**config.mk**
```make
export PLATFORM = sky130hd
export DESIGN_NAME = cache_fill_arbiter
export DESIGN_NICKNAME = d
export VERILOG_FILES = /design/src/rtl/cache_fill_arbiter.sv
export SDC_FILE = /design/constraint.sdc
export NUM_CORES = 1
export LEC_CHECK = 0
export ABC_AREA = 1
export BUFFER_PORTS_ARGS = -buffer_cell sky130_fd_sc_hd__buf_2
export CAP_MARGIN = 20
export CORE_AREA = 2 2 94 96
export CTS_BUF_LIST = sky130_fd_sc_hd__clkbuf_8
export DETAILED_ROUTE_END_ITERATION = 8
export DIE_AREA = 0 0 96 98
export PLACE_DENSITY = 0.72
export SLEW_MARGIN = 40
export SYNTH_ARGS = -nofsm -noshare
export SYNTH_HDL_FRONTEND = slang
export SYNTH_SLANG_ARGS = --single-unit
```
**constraint.sdc**
```tcl
create_clock -name clk -period 1.35 [get_ports clk]
set_input_delay 0 -clock clk [delete_from_list [all_inputs] [get_ports clk]]
set_output_delay 0 -clock clk [all_outputs]
set_load 0.005 [all_outputs]
```
**src/rtl/cache_fill_arbiter.sv**
```systemverilog
// Shares one 64-bit memory refill stream between the I-cache and D-cache.
// Fills one line at a time (D before I) and drives the pipeline-wide stall.
module cache_fill_arbiter #(
  parameter int unsigned BEATS  = 4,
  parameter int unsigned IDX_W  = 5,
  parameter int unsigned ADDR_W = 32
) (
  input  logic              clk,
  input  logic              reset,
  input  logic              imiss,
  input  logic [ADDR_W-1:0] imiss_addr,
  input  logic              dmiss,
  input  logic [ADDR_W-1:0] dmiss_addr,
  output logic              mem_req,
  output logic [ADDR_W-1:0] mem_addr,
  input  logic              mem_gnt,
  input  logic              mem_rvalid,
  input  logic [63:0]       mem_rdata,
  output logic              ifill,
  output logic              dfill,
  output logic [IDX_W-1:0]  fill_idx,
  output logic [63:0]       stream,
  output logic              stall,
  output logic              busy
);

  localparam int unsigned CNT_W = $clog2(BEATS);
  localparam logic [ADDR_W-1:0] LINE_MASK = ~ADDR_W'(BEATS * 8 - 1);
  localparam logic [CNT_W-1:0]  LAST_BEAT = CNT_W'(BEATS - 1);

  typedef enum logic [1:0] {IDLE, REQ, FILL, DONE} state_t;
  typedef enum logic [1:0] {OWN_NONE, OWN_I, OWN_D} owner_t;

  state_t           state;
  owner_t           owner;
  logic [CNT_W-1:0] beat_cnt;
  logic             fill_beat;

  // Sequencer: arbitrate, request, count beats, one dead cycle, back to idle.
  always_ff @(posedge clk) begin
    if (reset) begin
      state    <= IDLE;
      owner    <= OWN_NONE;
      beat_cnt <= '0;
      mem_addr <= '0;
      mem_req  <= 1'b0;
      busy     <= 1'b0;
    end else begin
      case (state)
        IDLE: begin
          // Data miss belongs to the older instruction, so it wins.
          if (dmiss) begin
            owner    <= OWN_D;
            mem_addr <= dmiss_addr & LINE_MASK;
            mem_req  <= 1'b1;
            busy     <= 1'b1;
            state    <= REQ;
          end else if (imiss) begin
            owner    <= OWN_I;
            mem_addr <= imiss_addr & LINE_MASK;
            mem_req  <= 1'b1;
            busy     <= 1'b1;
            state    <= REQ;
          end
        end
        REQ: begin
          if (mem_gnt) begin
            mem_req  <= 1'b0;
            beat_cnt <= '0;
            state    <= FILL;
          end
        end
        FILL: begin
          if (mem_rvalid) begin
            if (beat_cnt == LAST_BEAT) begin
              beat_cnt <= '0;
              state    <= DONE;
            end else begin
              beat_cnt <= beat_cnt + CNT_W'(1);
            end
          end
        end
        DONE: begin
          owner <= OWN_NONE;
          busy  <= 1'b0;
          state <= IDLE;
        end
        default: state <= IDLE;
      endcase
    end
  end

  // Beat pass-through; a beat arriving in a reset cycle is dropped.
  assign fill_beat = (state == FILL) && mem_rvalid && !reset;
  assign ifill     = fill_beat && (owner == OWN_I);
  assign dfill     = fill_beat && (owner == OWN_D);
  assign stream    = fill_beat ? mem_rdata : 64'd0;
  assign fill_idx  = fill_beat ? IDX_W'(beat_cnt) : '0;

  assign stall = busy || imiss || dmiss;

endmodule

```
==> results of run 1 <==
==> registers in the layout, summed over array words and instances (netlist names) <==
name	flops
mem_addr	27
beat_cnt	2
owner	2
state	2
busy	1
mem_req	1
==> Yosys cell counts <==
master    number
inv_1         79
nand3_1        9
a21oi_1       31
ha_1           7
buf_2          7
dfxtp_1       35
conb_1         1
buf_4         14
buf_6          1
nand2_1      154
and2_1         1
o21ai_1        1
nor2_1        75
inv_2          3
nor2_2         1
clkbuf_1       7
o21ai_0        2
nand4_1        2
nor3_1         2
==> stage by stage <==
step	utilization	cells	cell area (sq um)	total power, uW	setup slack (ns)
final	0.4497	762	3807	4255	-0.09512
after global routing	0.4497	762	3807	4663	-0.1765
after CTS	0.4412	760	3735	4233	-0.1108
after detailed placement	0.4239	751	3588	3430	-0.04946
after global placement	0.4239	751	3588	3408	0.003627
after floorplan	-	439	2414	2643	0.03632
==> power by group <==
part	total [uW]	internal, uW	switching (uW)
combinational	2100	945	1150
clock	715	353	363
sequential	1440	1300	140
total	4250	2600	1660
==> final timing paths <==
kind | start | endpoint | slack (ns) | depth (start not counted)
max | state[1] | stream[58] | -0.1 | 6
min | reset | mem_req | 0.02 | 4
max reg2reg | state[1] | owner[0] | -0.01 | 7
min reg2reg | mem_addr[13] | mem_addr[13] | 0.46 | 2
==> what timing repair did <==
| item | in CTS | in global routing |
|---|---|---|
| buffers inserted | 0 | 2 |
| resized for setup | 10 | 19 |
| cloned | 1 | 0 |
| pin swaps | 1 | 0 |
| setup endpoints to repair | 96 | 100 |
| hold buffers | 0 | 0 |
==> area by class of cell <==
| cell class | instances | area (sq um) |
|---|---|---|
| clock inverters | 3 | 16.27 |
| inverters | 82 | 307.8 |
| well taps | 108 | 135.1 |
| multi-input cells | 293 | 1308 |
| clock buffers | 5 | 68.82 |
| flip-flops and latches | 35 | 701.9 |
| fillers | 948 | 4658 |
| repair buffers | 236 | 1270 |
==> per-layer routing <==
layer,vias to the layer above,wire [um],GRT usage
met5,-,0,0
met4,0,77,0.03736
met3,10,515,0.02778
met2,108,3738,0.2730
met1,1303,3208,0.1811
li1,1672,-,-
==> worst max-delay path, stage by stage (launching register included) <==
cell and delay [ns]:
dfxtp_2 0.33, buf_6 0.11, ha_4 0.14, nand3_4 0.14
buf_8 0.20, nor2_1 0.12, buf_2 0.13
==> placed cells by master, fill, tap and decap left out, types with 2 or more instances in the layout <==
cell type / count
a21oi_1: 31
buf_2: 221
buf_4: 9
buf_6: 3
clkbuf_8: 5
conb_1: 8
dfxtp_1: 34
ha_1: 5
inv_1: 79
inv_2: 4
nand2_1: 154
nand3_1: 7
nand4_1: 2
nor2_1: 62
nor2_2: 14
==> cells by family (layout without fill, tap and decap cells) <==
kind of cell,Yosys count,after routing
and+or+nand+nor,244,244
buffers and inverters,111,326
DFF,35,35
AOI/OAI and AO/OA,34,34
adders and majority gates,7,7
other,1,8
==> reports/summary.txt, run 1 <==
Status = finished with violations
Failing checks = setup timing
All-layer global routing usage = 0.1512
Worst Skew = 0.004682 ns
Worst vdd ir = 0.0004909 V
Sequential area share after synthesis = 0.2935
Post-synth cell types = 19
RSZ-0062 raised after global routing = true
Die ar. = 0.009408 sq mm
CTS Buf Count = 5
Total leakage power = 0.002516 uW
Synth Area in Compound Gates = 0.07128
Fin. Hold Viols = 0
Final setup TNS = -3.283 ns
Layout cells sized above 1 = 0.4098
Rows = 34
H-tree levels = 2
Clock sink count = 35
Synth Warn # = 0
Crit path required time = 1.35 ns
Clock latency on the worst-skew pair = 0.28 ns
Residual DRC = 0
First DRT Iteration DRCs = 88
Critical path type = flip-flop to primary output
Hpwl dp = 6.026 mm
Setup ws final = -0.09512 ns
Core Area = 0.008466 sq mm
Worst Hold Class = input pin to flip-flop
Synth Instances = 432
Simple-gate share of the synthesized area = 0.3936
Dominant cell type by area after synthesis = dfxtp_1
Main combinational cell family by area after synthesis = simple AND/OR/NAND/NOR gates
Vias in the first global route = 2,808
Synth area leaders = dfxtp_1 29%, nand2_1 24%, inv_1 12%
Die height = 98 um
Seq cells post-synth = 35
Fin. max-slew vios = 0
I/O pins = 240
Startpoint Class = flip-flop
Placer Congestion = 0.7696
Synth top area share = 0.2935
Mux contribution to synthesized area = 0
Initial antenna violation count = 0
Mapped Area = 0.002387 sq mm
Final hold slack = 0.02489 ns
CP Max Fanout = 21
P&R area growth vs syn = 59.49%
Starting Density = 0.2820
CTS tree = done
Vias per inst = 4.059
Max Cap Viol = 0
Maximum clock path buffer count = 2
Post-route ant nets = 0
Tcrit/Tclk final = 1.070
Minimum clock period = 1.445 ns
Routed vias = 3,093
Synth Area in Adders = 0.03669
Root Buffer = clkbuf_8
Congestion Overflow GR = 0
Power density cells = 1117 mW/mm^2
Global-route wire length before repair = 11.82 mm
WP data arrival = 1.45 ns
Fin nets = 794
Synth Area in XOR/XNOR = 0
Diode count = 0
Detailed Route WL = 7.539 mm
Endpoints failing setup = 69
CP Capture Type = primary output
Pin count of the biggest net entering global routing = 31
Fmax = 692.0 MHz
Number of port buffers = 221
Die width = 96 um
Clk slew on worst S/H paths = 0.07 ns
Post-Syn Area per Cell = 5.526 sq um
Drt wl/cell = 9.894 um
1st-pass router iterations = 4
Power figures use the tool's default switching activity.
==> run 2, diff against run 1 <==
--- a/config.mk
+++ b/config.mk
@@ -9,10 +9,10 @@
 export BUFFER_PORTS_ARGS = -buffer_cell sky130_fd_sc_hd__buf_2
 export CAP_MARGIN = 20
 export CORE_AREA = 2 2 94 96
-export CTS_BUF_LIST = sky130_fd_sc_hd__clkbuf_8
 export DETAILED_ROUTE_END_ITERATION = 8
 export DIE_AREA = 0 0 96 98
 export PLACE_DENSITY = 0.72
+export SKIP_LAST_GASP = 1
 export SLEW_MARGIN = 40
 export SYNTH_ARGS = -nofsm -noshare
 export SYNTH_HDL_FRONTEND = slang
==> run 2 against run 1 <==
Compared with the run above:
- the run still ends with setup timing left
- non-clock buffer count decreased by 1
- clock power increased by 0.8%
- critical path depth unchanged
- setup slack lost 0.019 ns
- flip-flop and latch count is the same
- worst hold slack gained 0.00065 ns
- first-iteration DRC count fell by 1.1%
- wire length shrank 0.88%
==> reports/summary.txt, run 2 (synthesis gave the netlist of run 1 again) <==
Buf+Inv Stages, Crit Path = 3 (unchanged)
Startpoint Class = flip-flop (unchanged)
Setup ws final = -0.1144 ns (was -0.09512 ns)
Worst vdd ir = 0.0004782 V (was 0.0004909 V)
Fmax = 682.9 MHz (was 692.0 MHz)
Layout cells sized above 1 = 0.3874 (was 0.4098)
Total leakage power = 0.002510 uW (was 0.002516 uW)
Final Total Pwr = 4211 uW (was 4255 uW)
Routed vias = 3,084 (was 3,093)
Vias in the first global route = 2,808 (unchanged)
Congestion Overflow GR = 0 (unchanged)
Fin. max-slew vios = 0 (unchanged)
Clock latency on the worst-skew pair = 0.28 ns (about the same)
Critical Path Start = state[1] (unchanged)
H-tree levels = 2 (unchanged)
Residual DRC = 0 (unchanged)
Fin nets = 793 (was 794)
CP Capture Type = primary output (unchanged)
Diode count = 0 (unchanged)
Max FFs per register = 27 (unchanged)
R2r startpoint = state[1] (unchanged)
Die ar. = 0.009408 sq mm (unchanged)
CTS Buf Count = 5 (unchanged)
All-layer global routing usage = 0.1511 (was 0.1512)
Minimum clock period = 1.464 ns (was 1.445 ns)
Rows = 34 (unchanged)
Power density cells = 1119 mW/mm^2 (was 1117 mW/mm^2)
Vias per inst = 4.053 (was 4.059)
Drt wl/cell = 9.820 um (was 9.894 um)
Core Area = 0.008466 sq mm (unchanged)
1st-pass router iterations = 4 (unchanged)
Root Buffer = clkbuf_8 (unchanged)
Most common cell after layout, fill and taps aside = buf_2 (unchanged)
Hold_sp = reset (unchanged)
WP data arrival = 1.46 ns (was 1.45 ns)
Post-CTS Hold Buffers = 0 (unchanged)
Tcrit/Tclk final = 1.085 (was 1.070)
Critical path type = flip-flop to primary output (unchanged)
P&R area growth vs syn = 57.60% (was 59.49%)
CTS tree = done (unchanged)
Clk slew on worst S/H paths = 0.07 ns (about the same)
Fin. Hold Viols = 0 (unchanged)
Pin count of the biggest net entering global routing = 31 (unchanged)
Max Cap Viol = 0 (unchanged)
Critical path's top delay family = buffers and inverters (unchanged)
Final hold slack = 0.02554 ns (was 0.02489 ns)
Die width = 96 um (unchanged)
Die height = 98 um (unchanged)
Global-route wire length before repair = 11.81 mm (was 11.82 mm)
Starting Density = 0.2820 (unchanged)
Initial antenna violation count = 0 (unchanged)
Worst path cell trace = buf_4 > ha_4 > nand3_4 > buf_8 > nor2_1 > buf_2 (was buf_6 > ha_4 > nand3_4 > buf_8 > nor2_1 > buf_2)
Crit path required time = 1.35 ns (about the same)
Worst Skew = 0.004639 ns (was 0.004682 ns)
Commonest non-fill, non-tap cells in the layout = 221 x buf_2, 154 x nand2_1, 78 x inv_1 (was 221 x buf_2, 154 x nand2_1, 79 x inv_1)
Endpoints failing setup = 69 (unchanged)
Placer Congestion = 0.7696 (unchanged)
Maximum clock path buffer count = 2 (unchanged)
Slowest CP cell = dfxtp_2 (unchanged)
Worst Hold Class = input pin to flip-flop (unchanged)
Reg with most FFs = mem_addr (unchanged)
Fill cell count = 943 (was 948)
CP Max Fanout = 21 (unchanged)
Number of port buffers = 221 (unchanged)
RSZ-0062 raised after global routing = true (unchanged)
First DRT Iteration DRCs = 87 (was 88)
Failing checks = setup timing (unchanged)
Hpwl dp = 6.026 mm (unchanged)
I/O pins = 240 (unchanged)
Status = finished with violations (unchanged)
Max incr delay on CP = 0.32 ns (was 0.33 ns)
Clock sink count = 35 (unchanged)
Detailed Route WL = 7.473 mm (was 7.539 mm)
Post-route ant nets = 0 (unchanged)
run 2: changes by cell type in the layout (fill, tap and decap cells not counted):
cell      delta
nand3_1      +1
buf_4        -1
inv_1        -1
nor2_1      +13
nand3_2      -1
nor2_2      -13
clkbuf_1     +1
run 2: where the power goes:
group	internal, uW	switching (uW)	leakage (uW)
sequential	1300	136	0.000288
clock	360	361	0.0000412
combinational	919	1130	0.00218
run 2: layer usage:
layer  global-route usage  up-vias  wire length (um)
met5                    0        -                 0
met2               0.2724      106              3682
met4              0.03736        0                77
met1               0.1811     1298              3200
met3              0.02778       10               513
li1                     -     1670                 -
run 2: cell type report:
cell class	count	area (sq um)	share of cell area
Multi-Input combinational cell	293	1270	0.3375
Timing Repair Buffer	235	1262	0.3356
Sequential cell	35	701.9	0.1866
Inverter	82	307.8	0.08181
Tap cell	108	135.1	0.03592
Clock buffer	6	72.57	0.01929
Clock inverter	2	12.51	0.003326
run 2: final timing paths:
check / depth (start not counted) / slack, ns / end
setup / recovery: 6 / -0.11 / stream[58]
hold / removal: 4 / 0.03 / mem_req
setup reg to reg: 7 / 0 / owner[0]
hold reg to reg: 2 / 0.46 / mem_addr[13]
run 2: tightest hold or removal path, stage by stage:
cell and delay [ns]:
buf_2 0.09, inv_2 0.07, nand2_1 0.07, nor2_1 0.03
run 2: through the flow:
stage               area [sq um]  std cells    util  TNS [ns]  setup WS (ns)
finish                      3762        761  0.4444    -4.457        -0.1144
global route                3762        761  0.4444    -13.00        -0.1926
CTS                         3725        760  0.4400    -7.044        -0.1387
detailed placement          3588        751  0.4239   -0.1562       -0.04946
global placement            3588        751  0.4239         0       0.003627
floorplan                   2414        439       -         0        0.03632
run 2: timing repair:
| action | 4_1_cts | 5_1_grt |
|---|---|---|
| endpoints found under the setup margin | 96 | 102 |
| gates cloned | 1 | 0 |
| resized for setup | 6 | 9 |
| pin swaps | 1 | 0 |
| buffers inserted | 0 | 1 |
| endpoints found under the hold margin | 0 | 0 |
==> run 3, diff against run 2 <==
--- a/config.mk
+++ b/config.mk
@@ -11,7 +11,7 @@
 export CORE_AREA = 2 2 94 96
 export DETAILED_ROUTE_END_ITERATION = 8
 export DIE_AREA = 0 0 96 98
-export PLACE_DENSITY = 0.72
+export PLACE_DENSITY_LB_ADDON = 0.05
 export SKIP_LAST_GASP = 1
 export SLEW_MARGIN = 40
 export SYNTH_ARGS = -nofsm -noshare
==> constraint.sdc (replaced) <==
create_clock -name clk -period 1.35 [get_ports clk]
set_input_delay 0 -clock clk [delete_from_list [all_inputs] [get_ports clk]]
set_output_delay 0 -clock clk [all_outputs]
set_load 0.01 [all_outputs]
==> run 3 against run 2 <==
Compared with the run above:
- the flow still finishes with violations (setup timing)
- final cell count is 0.92% higher
- sequential power about the same
- register-to-register slack improved by 0.02 ns
- design area up 5.4%
- critical path type unchanged
==> reports/summary.txt, run 3 (synthesis gave the netlist of run 1 again) <==
Maximum clock path buffer count = 2 (unchanged)
Diode count = 0 (unchanged)
Final setup TNS = -6.033 ns (was -4.457 ns)
Placer Congestion = 0.7835 (was 0.7696)
1st-pass router iterations = 4 (unchanged)
Critical Path Start = state[1] (unchanged)
Most common cell after layout, fill and taps aside = buf_2 (unchanged)
Reg with most FFs = mem_addr (unchanged)
Clock sink count = 35 (unchanged)
RSZ-0062 raised after global routing = true (unchanged)
Tcrit/Tclk final = 1.120 (was 1.085)
Root Buffer = clkbuf_8 (unchanged)
Congestion Overflow GR = 0 (unchanged)
Startpoint Class = flip-flop (unchanged)
Setup ws final = -0.1616 ns (was -0.1144 ns)
CP Max Fanout = 9 (was 21)
Endpoints failing setup = 68 (was 69)
Total leakage power = 0.002578 uW (was 0.002510 uW)
Vias in the first global route = 2,894 (was 2,808)
Worst Hold Class = input pin to flip-flop (unchanged)
Residual DRC = 0 (unchanged)
RR Endpoint = mem_addr[16] (was owner[0])
Post-CTS Hold Buffers = 0 (unchanged)
All-layer global routing usage = 0.1591 (was 0.1511)
P&R area growth vs syn = 66.14% (was 57.60%)
Worst vdd ir = 0.0004648 V (was 0.0004782 V)
Post-route ant nets = 0 (unchanged)
H-tree levels = 2 (unchanged)
Die ar. = 0.009408 sq mm (unchanged)
Number of port buffers = 221 (unchanged)
Clk slew on worst S/H paths = 0.07 ns (about the same)
Placed Area = 0.003628 sq mm (was 0.003588 sq mm)
Hpwl dp = 6.208 mm (was 6.026 mm)
Fmax = 661.5 MHz (was 682.9 MHz)
Rows = 34 (unchanged)
WP data arrival = 1.51 ns (was 1.46 ns)
Fin. Hold Viols = 0 (unchanged)
Routed vias = 3,211 (was 3,084)
Crit path required time = 1.35 ns (about the same)
Commonest non-fill, non-tap cells in the layout = 218 x buf_2, 153 x nand2_1, 78 x inv_1 (was 221 x buf_2, 154 x nand2_1, 78 x inv_1)
Drt wl/cell = 10.41 um (was 9.820 um)
R2r startpoint = state[0] (was state[1])
Fin nets = 800 (was 793)
Detailed Route WL = 7.994 mm (was 7.473 mm)
R2R cell count = 7 (unchanged)
Minimum clock period = 1.512 ns (was 1.464 ns)
Status = finished with violations (unchanged)
Failing checks = setup timing (unchanged)
Hold_sp = reset (unchanged)
Vias per inst = 4.181 (was 4.053)
Worst Skew = 0.005836 ns (was 0.004639 ns)
Reg-to-reg slack, setup = 0.02 ns (was 0 ns)
Pin count of the biggest net entering global routing = 31 (unchanged)
Global-route wire length before repair = 12.23 mm (was 11.81 mm)
Worst Setup EP = stream[31] (was stream[58])
CP Capture Type = primary output (unchanged)
Critical path type = flip-flop to primary output (unchanged)
I/O pins = 240 (unchanged)
Layout cells sized above 1 = 0.4242 (was 0.3874)
Die height = 98 um (unchanged)
Clock latency on the worst-skew pair = 0.28 ns (about the same)
Worst hold path depth = 4 (unchanged)
Core Area = 0.008466 sq mm (unchanged)
First DRT Iteration DRCs = 78 (was 87)
Power density cells = 1158 mW/mm^2 (was 1119 mW/mm^2)
CTS tree = done (unchanged)
CTS Buf Count = 5 (unchanged)
Fin. max-slew vios = 0 (unchanged)
Starting Density = 0.2820 (unchanged)
Max Cap Viol = 0 (unchanged)
Design area = 0.003966 sq mm (was 0.003762 sq mm)
Max FFs per register = 27 (unchanged)
Initial antenna violation count = 0 (unchanged)
Die width = 96 um (unchanged)
## run 3: cell types whose count changed in the layout (fill, tap and decap cells not counted), sizes merged
cell,before,now
buf,235,239
clkbuf,6,8
bufbuf,0,1
## run 3: power by group
part / switching [uW] / internal [uW]
Combinational: 1340 / 1080
Clock: 374 / 360
Sequential: 134 / 1300
Total: 1850 / 2750
## run 3: layout make-up
class,instances,area (sq um)
fillers,919,4499
repair buffers,242,1394
multi-input cells,293,1343
flip-flops and latches,35,701.9
inverters,82,307.8
well taps,108,135.1
clock buffers,6,72.57
clock inverters,2,12.51
## run 3: how the worst min path moves through the flow
| stage | to |
|---|---|
| after floorplan | stream[0] |
| after global placement | stream[28] |
| after detailed placement | stream[57] |
| after CTS | beat_cnt[0] |
| after global routing | beat_cnt[0] |
| final | beat_cnt[0] |
## run 3: critical path: stages (launching register included)
cell	delay [ns]
dfxtp_2	0.33
buf_6	0.10
ha_4	0.14
nand3_4	0.12
buf_12	0.16
clkbuf_16	0.16
nor2_1	0.08
buf_2	0.13
## run 3: what timing repair did
item                                    in CTS  in global routing
buffers inserted                             4                  0
endpoints found under the setup margin      97                101
resized for setup                           18                 25
pin swaps                                    3                  1
cloned                                       2                  2
## run 3: through the flow
step | hold slack [ns] | utilization | power [uW] | instances | setup WS (ns)
after floorplan | 0.08713 | - | 2766 | 439 | 0.03632
after global placement | 0.2879 | 0.4286 | 3626 | 753 | 0.01911
after detailed placement | 0.2897 | 0.4286 | 3657 | 753 | -0.04809
after CTS | 0.02315 | 0.4580 | 4568 | 767 | -0.1727
after global routing | 0.03948 | 0.4685 | 5005 | 768 | -0.2651
final | 0.03251 | 0.4685 | 4593 | 768 | -0.1616
## run 3: routing by layer
layer / track usage / up-vias / share of wire
met2: 0.3082 / 124 / 0.52
met1: 0.1674 / 1390 / 0.40
met3: 0.03395 / 6 / 0.075
li1: - / 1691 / -
met5: 0 / - / 0
met4: 0.04286 / 0 / 0.011
